### src/rtl/clb_config_ctrl.sv
// clb_config_ctrl: byte-serial configuration loader for the 4-CLB adder fabric.
// Receives a 4-byte frame {HDR, SEL, CEXT, CSUM} over a valid/ready handshake,
// validates it, and commits sel1..sel4 / C_external atomically.
// Optional build macro: CFG_TIMEOUT_EN enables an inter-byte stall timeout.
//
// state | meaning
// ------+-----------------------------------------------------------
// IDLE  | waiting for start, committed outputs held
// HDR   | expecting header byte (HDR_BYTE)
// SEL   | expecting {sel4, sel3, sel2, sel1}
// CEXT  | expecting {7'b0, C_external}
// CSUM  | expecting SEL ^ CEXT, commit on match
// ERR   | one-cycle error state, config_err raised on entry
module clb_config_ctrl #(
  parameter logic [7:0] HDR_BYTE = 8'hA5
`ifdef CFG_TIMEOUT_EN
  , parameter int unsigned TIMEOUT = 16
`endif
) (
  input  logic       CLK,
  input  logic       RST_N,
  input  logic       start,
  input  logic [7:0] cfg_data,
  input  logic       cfg_valid,
  output logic       cfg_ready,
  output logic [1:0] sel1,
  output logic [1:0] sel2,
  output logic [1:0] sel3,
  output logic [1:0] sel4,
  output logic       C_external,
  output logic       busy,
  output logic       config_done,
  output logic       config_err
);

  localparam logic [2:0] IDLE = 3'd0;
  localparam logic [2:0] HDR  = 3'd1;
  localparam logic [2:0] SEL  = 3'd2;
  localparam logic [2:0] CEXT = 3'd3;
  localparam logic [2:0] CSUM = 3'd4;
  localparam logic [2:0] ERR  = 3'd5;

  logic [2:0] state;
  logic [2:0] state_nxt;
  logic       xfer;
  logic       commit;
  logic [7:0] sel_sh;
  logic       cext_sh;
  logic [7:0] csum;
  logic [7:0] sel_q;
  logic       cext_q;

  // reception states own the handshake; IDLE and ERR never accept a byte
  assign busy      = (state == HDR) || (state == SEL) || (state == CEXT) || (state == CSUM);
  assign cfg_ready = busy;
  assign xfer      = cfg_valid && cfg_ready;

  assign sel1       = sel_q[1:0];
  assign sel2       = sel_q[3:2];
  assign sel3       = sel_q[5:4];
  assign sel4       = sel_q[7:6];
  assign C_external = cext_q;

`ifdef CFG_TIMEOUT_EN
  localparam int TW = $clog2(TIMEOUT + 1);
  logic [TW-1:0] tmo_cnt;
  logic          tmo_hit;

  // stall of TIMEOUT consecutive cycles without a transfer aborts the frame
  assign tmo_hit = busy && !xfer && (tmo_cnt == TW'(TIMEOUT - 1));

  // stall counter, cleared on every transfer and whenever not receiving
  always_ff @(posedge CLK or negedge RST_N) begin
    if (!RST_N) begin
      tmo_cnt <= '0;
    end else if (!busy || xfer || tmo_hit) begin
      tmo_cnt <= '0;
    end else begin
      tmo_cnt <= tmo_cnt + TW'(1);
    end
  end
`endif

  // next-state decode and commit qualification
  always_comb begin
    state_nxt = state;
    commit    = 1'b0;
    case (state)
      IDLE: if (start) state_nxt = HDR;
      HDR:  if (xfer) state_nxt = (cfg_data == HDR_BYTE) ? SEL : ERR;
      SEL:  if (xfer) state_nxt = CEXT;
      CEXT: if (xfer) state_nxt = (cfg_data[7:1] != 7'd0) ? ERR : CSUM;
      CSUM: begin
        if (xfer) begin
          if (cfg_data == csum) begin
            state_nxt = IDLE;
            commit    = 1'b1;
          end else begin
            state_nxt = ERR;
          end
        end
      end
      ERR:     state_nxt = IDLE;
      default: state_nxt = IDLE;
    endcase
`ifdef CFG_TIMEOUT_EN
    if (tmo_hit) state_nxt = ERR;
`endif
  end

  // state register
  always_ff @(posedge CLK or negedge RST_N) begin
    if (!RST_N) state <= IDLE;
    else        state <= state_nxt;
  end

  // shadow registers and running checksum, filled as bytes arrive
  always_ff @(posedge CLK or negedge RST_N) begin
    if (!RST_N) begin
      sel_sh  <= 8'd0;
      cext_sh <= 1'b0;
      csum    <= 8'd0;
    end else if (xfer) begin
      if (state == SEL) begin
        sel_sh <= cfg_data;
        csum   <= cfg_data;
      end else if ((state == CEXT) && (cfg_data[7:1] == 7'd0)) begin
        cext_sh <= cfg_data[0];
        csum    <= csum ^ cfg_data;
      end
    end
  end

  // committed outputs change only on a fully validated frame, with the done pulse
  always_ff @(posedge CLK or negedge RST_N) begin
    if (!RST_N) begin
      sel_q       <= 8'd0;
      cext_q      <= 1'b0;
      config_done <= 1'b0;
    end else begin
      config_done <= commit;
      if (commit) begin
        sel_q  <= sel_sh;
        cext_q <= cext_sh;
      end
    end
  end

  // sticky error: set entering ERR, cleared only by an accepted start
  always_ff @(posedge CLK or negedge RST_N) begin
    if (!RST_N) begin
      config_err <= 1'b0;
    end else if ((state == IDLE) && start) begin
      config_err <= 1'b0;
    end else if ((state_nxt == ERR) && (state != ERR)) begin
      config_err <= 1'b1;
    end
  end

endmodule

### config.mk
export PLATFORM = sky130hd
export DESIGN_NAME = clb_config_ctrl
export DESIGN_NICKNAME = d
export VERILOG_FILES = /design/src/rtl/clb_config_ctrl.sv
export SDC_FILE = /design/constraint.sdc
export NUM_CORES = 1
export LEC_CHECK = 0
export BUFFER_PORTS_ARGS = -buffer_cell sky130_fd_sc_hd__buf_2
export CAP_MARGIN = 20
export CORE_MARGIN = 8
export CORE_UTILIZATION = 40
export CTS_CLUSTER_SIZE = 30
export DETAILED_ROUTE_END_ITERATION = 12
export GPL_TIMING_DRIVEN = 0
export PLACE_DENSITY = 0.67
export SYNTH_ARGS = -nofsm -noshare
export SYNTH_HDL_FRONTEND = slang
export SYNTH_SLANG_ARGS = --single-unit
export TNS_END_PERCENT = 50
### constraint.sdc
create_clock -name CLK -period 2.38 [get_ports CLK]
set_clock_uncertainty 0.1 [all_clocks]
set_input_delay 0.595 -clock CLK [delete_from_list [all_inputs] [get_ports CLK]]
set_output_delay 0.595 -clock CLK [all_outputs]
set_load 0.005 [all_outputs]
# [Yosys cells after proc, flatten, opt, wreduce, memory -nomap -nowiden]
# Cells that the tools add are included.
[totals] register_bits=31 inputBits=12
[op_classes] mux=16 n_bitwise=2 reduce_logical=15 n_eq_ne=8
[op_table] op="$mux W3" count=7
[op_table] op="$mux W8" count=2
[op_table] op="$pmux W3 S5" count=1
[op_table] op="$eq A8 B8 Y1" count=1
[op_table] op="$eq A8 B8 Y1 const B" count=1
[op_table] op="$xor A8 B8 Y8" count=1
[op_table] op="$logic_not A7 Y1" count=1
[op_table] op="$reduce_bool A7 Y1" count=1
[op_table] op="$eq A3 B2 Y1 const B" count=2
[op_table] op="$eq A3 B3 Y1 const B" count=2
[op_table] op="$mux W1" count=6
[op_table] op="$logic_and A1 B1 Y1" count=4
[op_table] op="$reduce_and A2 Y1" count=2
[op_table] op="$reduce_bool A2 Y1" count=2
[op_table] op="$eq A3 B1 Y1 const B" count=1
[op_table] op="$logic_not A3 Y1" count=1
[op_table] op="$logic_or A1 B1 Y1" count=3
[op_table] op="$ne A3 B3 Y1 const B" count=1
[op_table] op="$reduce_and A3 Y1" count=1
[op_table] op="$not A1 Y1" count=1

# [Depth between registers and ports, before layout]
# Gate-level depths: netlist of the first run.
[logic_depth] depth_word=11 ltp_mapped=6

# [Worst setup path before layout of the first run]
# OpenSTA, ideal clock, no wires.
[synth_path] path_kind="input port to flip-flop" start="input port cfg_data[0]" end="register cext_q (netlist: C_external)" arrival_time_ns=1.911 setup_time_ns=0.125 cell_stages=5 path_slack_ns=0.244 cell_sequence="buf_6 > xnor2_1 > nand4_1 > nor4_4 > mux2_2"
[synth_between] elab_chain_cells=4
[synth_lines] item="from (decl)" line="23" source="input logic [7:0] cfg_data,"
[synth_lines] item="$eq A8 B8 Y1" line="95" source="if (cfg_data == csum) begin"
[synth_lines] item="$mux W1" line="95"
[synth_lines] item="$mux W1" line="94" source="if (xfer) begin"
[synth_lines] item="$mux W1" line="88" source="case (state)"
[synth_lines] item="net commit" line="46" source="logic commit;"
[synth_lines] item="to (signal assigned)" line="144" source="cext_q <= cext_sh;"
[synth_lines] item="to (decl)" line="51" source="logic cext_q;"
# The timed path passes the listed nets, and every way through them passes these cells.
# A chain may end at the register's enable or synchronous reset.

# [Worst setup path in the final report of the first run]
[layout_path] start="register state[2]" end="output port cfg_ready"
[layout_between] elab_chain_cells=4
[layout_lines] item="from (decl)" line="43" source="logic [2:0] state;"
[layout_lines] item="from (signal assigned)" line="114" source="else state <= state_nxt;"
[layout_lines] item="$eq A3 B1 Y1 or $eq A3 B2 Y1 (tied branches)" line="54" source="assign busy = (state == HDR) || (state == SEL) || (state == CEXT) || (state == CSUM);"
[layout_lines] item="$logic_or A1 B1 Y1 (2 in a row)" line="54"
[layout_lines] item="$logic_or A1 B1 Y1 (*)" line="54"
[layout_lines] item="to (decl)" line="25" source="output logic cfg_ready,"
# Every way passes the cells marked *; elsewhere a longest branch is shown, timed or not.

==> impl_metrics.py, run 1 <==
metrics = {
    "clocking": {
        "cts_buffers": 5,
        "max-clock-path-buffers": 2,
        "cts-root-buf": "clkbuf_8",
        "cts_hold_buffers": 0,
        "clock_latency_ps": 280,
        "cts_setup_buffers": 0,
        "clock-sinks": 31,
        "cts.reportedPaths.clkPinSlew_ps": 70,
        "post_cts_resized": 0,
        "cts_max_level": 2,
        "tritoncts": "done",
    },
    "sta": {
        "fmax_mhz": 463.6,
        "slew_violations": 0,
        "min_period_ps": 2157,
        "worst_pin_slew_ps": 702.8,
        "max_slew_margin_pct": 52.79,
        "final_hold_viol_count": 0,
        "fin_ws_ps": 223.0,
        "period_share_pct": 90.63,
        "setup_viol_count_final": 0,
        "tns_ps": 0,
        "rsz0062_at_grt": "no",
    },
    "floorplanning": {
        "rows": 22,
        "coreArea_um2": 3606,
        "die_h_um": 76.91,
        "die_width_um": 76.91,
        "ios": 25,
        "dieArea_um2": 5915,
        "initial_core_util_pct": 41.15,
    },
    "setup_path": {
        "worst-path-buf-inv": 3,
        "cp-end-kind": "output port",
        "cp.required_ps": 1680,
        "path_delay_family": "buffers and inverters",
        "timing_worst_setup_path_type": "flop to output port",
        "cp-start-kind": "flop",
        "arrival_ps": 1460,
        "cp_slowest_cell": "dfrtp_1",
        "cpPeakStageDelay_ps": 410,
        "worstPathCellList": "clkbuf_1 -> xnor2_1 -> buf_4 -> buf_2",
        "crit_fanout": 10,
    },
    "power": {
        "power_switching_w": 0.0004004,
        "vdd_ir_drop_max_mv": 0.3713,
        "pwr-share-clk_pct": 33.0,
        "power_density_nw_per_um2": 783.6,
        "p_int_w": 0.0009772,
        "leakagePower_nw": 0.8921,
        "seq_power_share_pct": 42.1,
        "combinationalPowerShare_pct": 24.9,
        "report.power.total_w": 0.001378,
        "netSwitchingFraction_pct": 29.06,
    },
    "grt": {
        "grt_pass1_wl_um": 5209,
        "first_global_vias": 1172,
        "grt_antenna_before_repair": 0,
        "grt_usage_pct": 10.93,
        "grt_max_degree": 32,
        "grt.overflow.total": 0,
    },
    "synthesis": {
        "synth_top_area_share_pct": 52.28,
        "ys_types": 33,
        "synth_enable_flop_cells": 0,
        "synth_async_sr_flop_share_pct": 100.0,
        "syn-num-nets": 151,
        "seq_area_frac_synth_pct": 52.28,
        "synthesis.area_um2": 1484,
        "synthFlopType": "dfrtp_1",
        "synthTopCellsByArea": "dfrtp_1 (52%), nand2_1 (8.1%), mux2_2 (7.6%)",
        "ys_warn_count": 0,
        "ys_ff_latch": 31,
        "yosys.area.top_type": "dfrtp_1",
        "syn_inst": 139,
        "syn_area_per_cell_um2": 10.68,
    },
    "drt": {
        "drt-total-wl_um": 3064,
        "viasPerCell": 5.171,
        "drtIter0Drc": 76,
        "via_count": 1122,
        "post_drt_wl_per_cell_um": 14.12,
        "ant_nets": 0,
        "drc_errors": 0,
        "dr.pass1.iters": 4,
    },
    "job": {
        "cap_viol_max_count": 0,
    },
    "finish": {
        "area_growth_pct": 18.47,
        "final_nets": 180,
        "fin_util_pct": 48.75,
        "drive_gt1_share_pct": 28.99,
        "antenna_cells": 0,
    },
    "run_status": {
        "status": "finished, final reports clean",
    },
    "hold_path": {
        "worstHoldPathType": "primary input to asynchronous set/reset pin",
    },
    "place": {
        "gp_congestion": 0.8650,
        "port_buffers": 22,
        "place.detailed.hpwl_um": 2296,
        "dpl_worst_slack_ps": -85.93,
    },
}
[power groups by stage]
stage	Combinational, W	Sequential (W)	Clock [W]
floorplan	0.000243	0.000587	0
global placement	0.000336	0.000588	0
detailed placement	0.000345	0.000591	0
CTS	0.000347	0.000581	0.000467
global route	0.000387	0.000583	0.000498
finish	0.000343	0.000580	0.000454
[worst reg2reg max path, stage by stage, from the launching register on]
cell and delay, ps:
dfrtp_1 370, buf_6 130, nor2_1 160, nand2_1 170, nor4_4 700, mux2_2 420
[area by class of cell]
type	count	area [µm²]
plain buffers	7	46.29
flip-flops and latches	31	775.7
clock inverters	1	7.507
fillers	355	1848
well taps	48	60.06
multi-input cells	100	658.1
inverters	1	3.754
repair buffers	22	110.1
clock buffers	7	96.34
[routing by layer]
layer / share of wire, % / GRT usage [%]
met1: 45 / 13.26
met2: 46 / 16.57
met3: 7.9 / 5.245
met4: 0.88 / 3.462
met5: 0 / 0
[cell families (layout without fill, tap and decap cells)]
kind of cell	count (synthesis)	in the layout	synth area share (%)
flops	31	31	52.28
mux	12	12	8.938
compound gates	21	21	10.62
xor+xnor	9	9	5.312
simple gates	58	58	19.48
buf+inv	8	38	3.372
[through the flow]
stage / cells / hold WS, ps / area (µm²)
3_3_place_gp: 209 / 353.7 / 1654
4_1_cts: 217 / 267.2 / 1758
3_5_place_dp: 209 / 370.1 / 1654
6_report: 217 / 254.1 / 1758
2_1_floorplan: 139 / 199.4 / 1484
5_1_grt: 217 / 290.5 / 1758
[Yosys cell counts (all sizes together), types with 2 or more instances]
cell	n
nand2b	2
xnor2	9
nand3	2
clkbuf	3
dfrtp	31
nor2	7
o22ai	2
mux2	10
nor4	3
a22o	6
nor3	2
nand4	4
a21oi	5
nand2	32
buf	4
nor2b	3
mux2i	2
o31ai	2
[final timing paths]
path,start,to,slack (ps),cells past startpoint
setup / recovery,state[2],cfg_ready,220,4
hold / removal,RST_N,sel_sh[1],250,1
setup reg to reg,state[0],sel_q[2],230,5
hold reg to reg,sel_sh[5],sel_sh[5],380,2
max in group asynchronous,RST_N,state[0],1480,1
min in group CLK,sel_sh[5],sel_sh[5],380,2
[state kept, by name, indices dropped and copies added, names as in the netlist]
| signal | cells |
|---|---|
| sel_q | 8 |
| config_err | 1 |
| state | 3 |
| C_external | 1 |
| sel_sh | 8 |
| config_done | 1 |
| csum | 8 |
| cext_sh | 1 |
[cell usage in the layout (no fill, tap or decap), types with 2 or more instances in the layout]
master,instances
nor2_1,7
nor2b_1,3
clkbuf_1,3
a21oi_1,4
o31ai_1,2
nor3_1,2
mux2i_1,2
dfrtp_1,31
buf_6,2
o22ai_1,2
buf_2,23
xnor2_1,9
nand4_1,4
nand2b_1,2
clkbuf_8,7
mux2_2,10
nand3_1,2
nand2_1,32
a22o_1,6
Note: power is estimated with default switching activity, not from simulation.
==> inputs of run 2 (changes only) <==
==> constraint.sdc (replaced) <==
create_clock -name CLK -period 2.38 [get_ports CLK]
set_clock_uncertainty 0.1 [all_clocks]
set_input_delay 0.119 -clock CLK [delete_from_list [all_inputs] [get_ports CLK]]
set_output_delay 0.119 -clock CLK [all_outputs]
set_load 0.005 [all_outputs]
==> impl_metrics.py, run 2 (same netlist as run 1, synthesis figures left out) <==
metrics = {
    "floorplanning": {
        "initial_core_util_pct": 41.15,
        "die_width_um": 76.91,
        "die_h_um": 76.91,
        "coreArea_um2": 3606,
        "rows": 22,
        "dieArea_um2": 5915,
        "ios": 25,
    },
    "finish": {
        "drive_gt1_share_pct": 28.32,
        "final_nets": 184,
        "top_regs": "csum x8, sel_q x8, sel_sh x8",
        "mostFrequentLayoutCells": "nand2_1 (32), dfrtp_1 (31), buf_2 (23), mux2_2 (10), xnor2_1 (9)",
        "area_growth_pct": 21.16,
        "final_common_cell": "nand2_1",
        "antenna_cells": 0,
    },
    "clocking": {
        "max-clock-path-buffers": 2,
        "tritoncts": "done",
        "cts.reportedPaths.clkPinSlew_ps": 70,
        "clock-sinks": 31,
        "cts_setup_buffers": 0,
        "cts_max_level": 2,
        "cts_buffers": 5,
        "post_cts_resized": 0,
        "clock_latency_ps": 280,
        "cts-root-buf": "clkbuf_8",
    },
    "sta": {
        "fmax_mhz": 457.7,
        "min_period_ps": 2185,
        "tns_ps": 0,
        "period_share_pct": 91.80,
        "worst_pin_slew_ps": 709.0,
        "max_slew_margin_pct": 52.38,
        "slew_violations": 0,
        "rsz0062_at_grt": "no",
        "final_hold_viol_count": 0,
        "setup_viol_count_final": 0,
    },
    "setup_path": {
        "worst-path-buf-inv": 2,
        "cp.required_ps": 2450,
        "timing_worst_setup_path_type": "primary input to flop",
        "arrival_ps": 2250,
        "crit_fanout": 10,
        "worstPathCellList": "dlygate4sd3_1 -> buf_2 -> xnor2_1 -> nand4_1 -> nor4_4 -> mux2_2",
        "path_delay_family": "simple AND/OR/NAND/NOR gates",
        "cp-start-kind": "primary input",
        "cp-end-kind": "flop",
        "cp_slowest_cell": "nor4_4",
        "cpPeakStageDelay_ps": 690,
    },
    "drt": {
        "viasPerCell": 5.140,
        "post_drt_wl_per_cell_um": 13.93,
        "wl_met3_um": 245,
        "top_layer": "met4",
        "ant_nets": 0,
        "dr.pass1.iters": 4,
        "via_count": 1136,
        "drc_errors": 0,
        "wl_met2_um": 1420,
        "drt-total-wl_um": 3079,
        "wl_met1_um": 1384,
        "drtIter0Drc": 82,
    },
    "power": {
        "report.power.total_w": 0.001384,
        "power_density_nw_per_um2": 769.8,
        "leakagePower_nw": 0.9088,
        "vdd_ir_drop_max_mv": 0.3766,
    },
    "grt": {
        "grt_usage_pct": 10.98,
        "grt_max_degree": 32,
        "grt_pass1_wl_um": 5250,
        "grt_antenna_before_repair": 0,
        "grt.overflow.total": 0,
        "first_global_vias": 1183,
    },
    "hold_path": {
        "worstHoldPathType": "primary input to flop",
    },
    "job": {
        "cap_viol_max_count": 0,
    },
    "place": {
        "place.detailed.hpwl_um": 2296,
        "port_buffers": 22,
        "gp_congestion": 0.8650,
    },
    "run_status": {
        "status": "finished, final reports clean",
    },
}
## run 2: cell count changes in the layout (fill, tap and decap cells not counted), sizes merged
cell	change
dlygate4sd3	+4
## run 2: layer usage
layer	vias up	track usage, %
li1	552	-
met1	541	13.26
met2	39	16.74
met3	4	5.245
met4	0	3.462
met5	-	0
## run 2: stage by stage
step / area, µm² / hold WS [ps] / utilization [%] / std cells / worst slack (ps)
after floorplan: 1484 / -276.6 / - / 139 / 475.4
after global placement: 1654 / 87.11 / 45.87 / 209 / 184.5
after detailed placement: 1654 / 99.25 / 45.87 / 209 / 204.4
after CTS: 1798 / 3.078 / 49.86 / 221 / 152.4
after global routing: 1798 / 18.53 / 49.86 / 221 / 54.11
final: 1798 / 5.168 / 49.86 / 221 / 195.2
## run 2: worst min-delay path: cells and delay by family
family	cells	cell delay, ps
and+or+nand+nor	2	130
buffers and inverters	1	110
## run 2: final cells by class
type	count	area [µm²]
Inverter	1	3.754
Clock buffer	7	96.34
Fill cell	351	1808
Buffer	7	46.29
Multi-Input combinational cell	100	658.1
Clock inverter	1	7.507
Sequential cell	31	775.7
Timing Repair Buffer	26	150.1
Tap cell	48	60.06
## run 2: worst paths after layout
check,start,endpoint,slack (ps),cells after the start
worst max-delay path,cfg_data[3],sel_q[2],200,6
worst min-delay path,cfg_data[4],sel_sh[4],5,3
worst max register to register,state[0],sel_q[2],230,5
worst min register to register,sel_sh[5],sel_sh[5],380,2
max in group asynchronous,RST_N,state[0],1430,2
min in group asynchronous,RST_N,sel_q[0],310,2
## run 2: where the power goes
part	switching [W]	internal (W)
combinational	0.000189	0.000160
clock	0.000193	0.000263
sequential	0.0000208	0.000559
## run 2: timing repair
action	in CTS	in global routing
endpoints found under the hold margin	36	0
hold buffers	4	0
endpoints found under the setup margin	0	0
==> inputs of run 3 (changes only) <==
--- a/config.mk
+++ b/config.mk
@@ -7,7 +7,6 @@
 export LEC_CHECK = 0
 export BUFFER_PORTS_ARGS = -buffer_cell sky130_fd_sc_hd__buf_2
 export CAP_MARGIN = 20
-export CORE_MARGIN = 8
 export CORE_UTILIZATION = 40
 export CTS_CLUSTER_SIZE = 30
 export DETAILED_ROUTE_END_ITERATION = 12
==> impl_metrics.py, run 3 (same netlist as run 1, synthesis figures left out) <==
metrics = {
    "power": {
        "combinationalPowerShare_pct": 26.3,
        "power_switching_w": 0.0003956,
        "vdd_ir_drop_max_mv": 0.4416,
        "netSwitchingFraction_pct": 30.11,
        "p_int_w": 0.0009182,
        "leakagePower_nw": 0.9142,
        "seq_power_share_pct": 44.1,
        "pwr-share-clk_pct": 29.6,
        "power_density_nw_per_um2": 731.8,
    },
    "setup_path": {
        "cp_slowest_cell": "dlygate4sd3_1",
        "r2r_setup_slack_ps": 300,
        "cpPeakStageDelay_ps": 550,
        "worstPathCellList": "dlygate4sd3_1 -> buf_6 -> xnor2_1 -> nand4_1 -> nor4_1 -> nor2_1 -> o41a_1",
        "arrival_ps": 2210,
        "rr_endpoint": "state[0]",
        "timing_worst_setup_path_type": "primary input to flop",
        "timing.rr.start": "state[0]",
        "cp-start-kind": "primary input",
        "crit_fanout": 7,
        "crit_end": "state[0]",
        "cp.required_ps": 2440,
        "cp-end-kind": "flop",
        "crit_start": "cfg_data[0]",
        "rr_worst_depth": 6,
    },
    "finish": {
        "multi_input_area_um2": 658.1,
        "instances_no_fill": 220,
        "drive_gt1_share_pct": 28.74,
        "regArea_um2": 775.7,
        "area_growth_pct": 20.99,
        "final_nets": 185,
        "fill_cells": 323,
        "antenna_cells": 0,
        "mostFrequentLayoutCells": "nand2_1 (32), dfrtp_1 (31), buf_2 (23), mux2_2 (10), xnor2_1 (9)",
        "final_common_cell": "nand2_1",
        "top_regs": "csum x8, sel_q x8, sel_sh x8",
        "fin_area_um2": 1795,
    },
    "sta": {
        "min_period_ps": 2156,
        "fmax_mhz": 463.9,
        "period_share_pct": 90.58,
        "final_hold_viol_count": 0,
        "slew_violations": 0,
        "worst_pin_slew_ps": 680.5,
        "tns_ps": 0,
        "rsz0062_at_grt": "no",
        "setup_viol_count_final": 0,
        "max_slew_margin_pct": 54.28,
    },
    "drt": {
        "dr.pass1.iters": 4,
        "drc_errors": 0,
        "drt-total-wl_um": 3085,
        "post_drt_wl_per_cell_um": 14.02,
        "viasPerCell": 5.118,
        "via_count": 1126,
        "drtIter0Drc": 57,
        "ant_nets": 0,
    },
    "clocking": {
        "post_cts_resized": 0,
        "clock-sinks": 31,
        "cts_buffers": 5,
        "max-clock-path-buffers": 2,
        "tritoncts": "done",
        "clock_latency_ps": 280,
        "cts_max_level": 2,
        "cts-root-buf": "clkbuf_8",
        "cts.reportedPaths.clkPinSlew_ps": 60,
    },
    "grt": {
        "grt_usage_pct": 17.77,
        "grt.overflow.total": 0,
        "grt_pass1_wl_um": 5278,
        "first_global_vias": 1069,
        "grt_antenna_before_repair": 0,
        "grt_max_degree": 32,
    },
    "place": {
        "place.detailed.hpwl_um": 2202,
        "dpl-instance-area_um2": 1652,
        "port_buffers": 22,
        "dp.cells": 207,
        "gp_congestion": 0.8174,
    },
    "run_status": {
        "status": "finished, final reports clean",
    },
    "hold_path": {
        "worstHoldPathType": "primary input to flop",
    },
    "floorplanning": {
        "rows": 21,
        "ios": 25,
        "coreArea_um2": 3442,
        "dieArea_um2": 3958,
        "die_width_um": 62.91,
        "initial_core_util_pct": 43.11,
        "die_h_um": 62.91,
    },
    "job": {
        "cap_viol_max_count": 0,
    },
}
## run 3: cell types whose count changed in the layout (fill, tap and decap cells not counted)
| cell | delta |
|---|---|
| buf_12 | +1 |
| clkinvlp_4 | -1 |
| clkinv_2 | +3 |
| clkbuf_8 | -2 |
## run 3: worst min-delay path by stage
stage / start / to / slack [ps] / cells after the start
6_report: cfg_data[3] / csum[3] / 7 / 3
5_1_grt: cfg_data[3] / sel_sh[3] / 50 / 3
4_1_cts: cfg_data[3] / csum[3] / 9 / 3
3_5_place_dp: RST_N / sel_sh[2] / 100 / 1
3_3_place_gp: RST_N / C_external / 90 / 1
2_1_floorplan: RST_N / C_external / -280 / 0
## run 3: power by group through the flow
stage | Clock [W] | Sequential (W) | Combinational (W)
2_1_floorplan | 0 | 0.000587 | 0.000243
3_3_place_gp | 0 | 0.000587 | 0.000340
3_5_place_dp | 0 | 0.000589 | 0.000340
4_1_cts | 0.000398 | 0.000580 | 0.000348
5_1_grt | 0.000424 | 0.000583 | 0.000386
6_report | 0.000390 | 0.000579 | 0.000345
## run 3: layout make-up
| type | count | area share [%] |
|---|---|---|
| buffer | 7 | 2.578 |
| clock buffer | 5 | 3.833 |
| clock inverter | 3 | 0.8362 |
| inverter | 1 | 0.2091 |
| multi-input combinational | 100 | 36.66 |
| sequential | 31 | 43.21 |
| tap | 46 | 3.206 |
| timing repair buffer | 27 | 9.477 |
## run 3: layer usage
metal	global-route usage (%)	routed length, µm	part of all wire, %	vias to the layer above
li1	-	-	-	553
met1	23.97	1462	47	546
met2	26.88	1487	48	22
met3	3.832	93	3.0	5
met4	8.721	42	1.4	0
met5	0	0	0	-
## run 3: worst max-delay path: cells and delay by family
kind	cells	cell delay, ps
xor gates and xnor gates	1	160
AOI/OAI and AO/OA	1	430
buffers and inverters	2	690
and+or+nand+nor	3	800
## run 3: repair_timing
item / CTS / global route
buffers inserted: 0 / 1
hold endpoints to repair: 34 / 0
hold buffers: 4 / 0
setup endpoints to repair: 0 / 9
## run 3: metrics by stage
step / hold slack, ps / total power (W) / utilization [%] / setup slack, ps
finish: 6.770 / 0.001314 / 52.16 / 224.2
global route: 47.23 / 0.001393 / 52.16 / 70.99
CTS: 9.072 / 0.001325 / 51.58 / 47.44
detailed placement: 99.32 / 0.0009295 / 47.98 / 137.0
global placement: 87.89 / 0.0009270 / 47.98 / 210.5
floorplan: -276.6 / 0.0008298 / - / 475.4
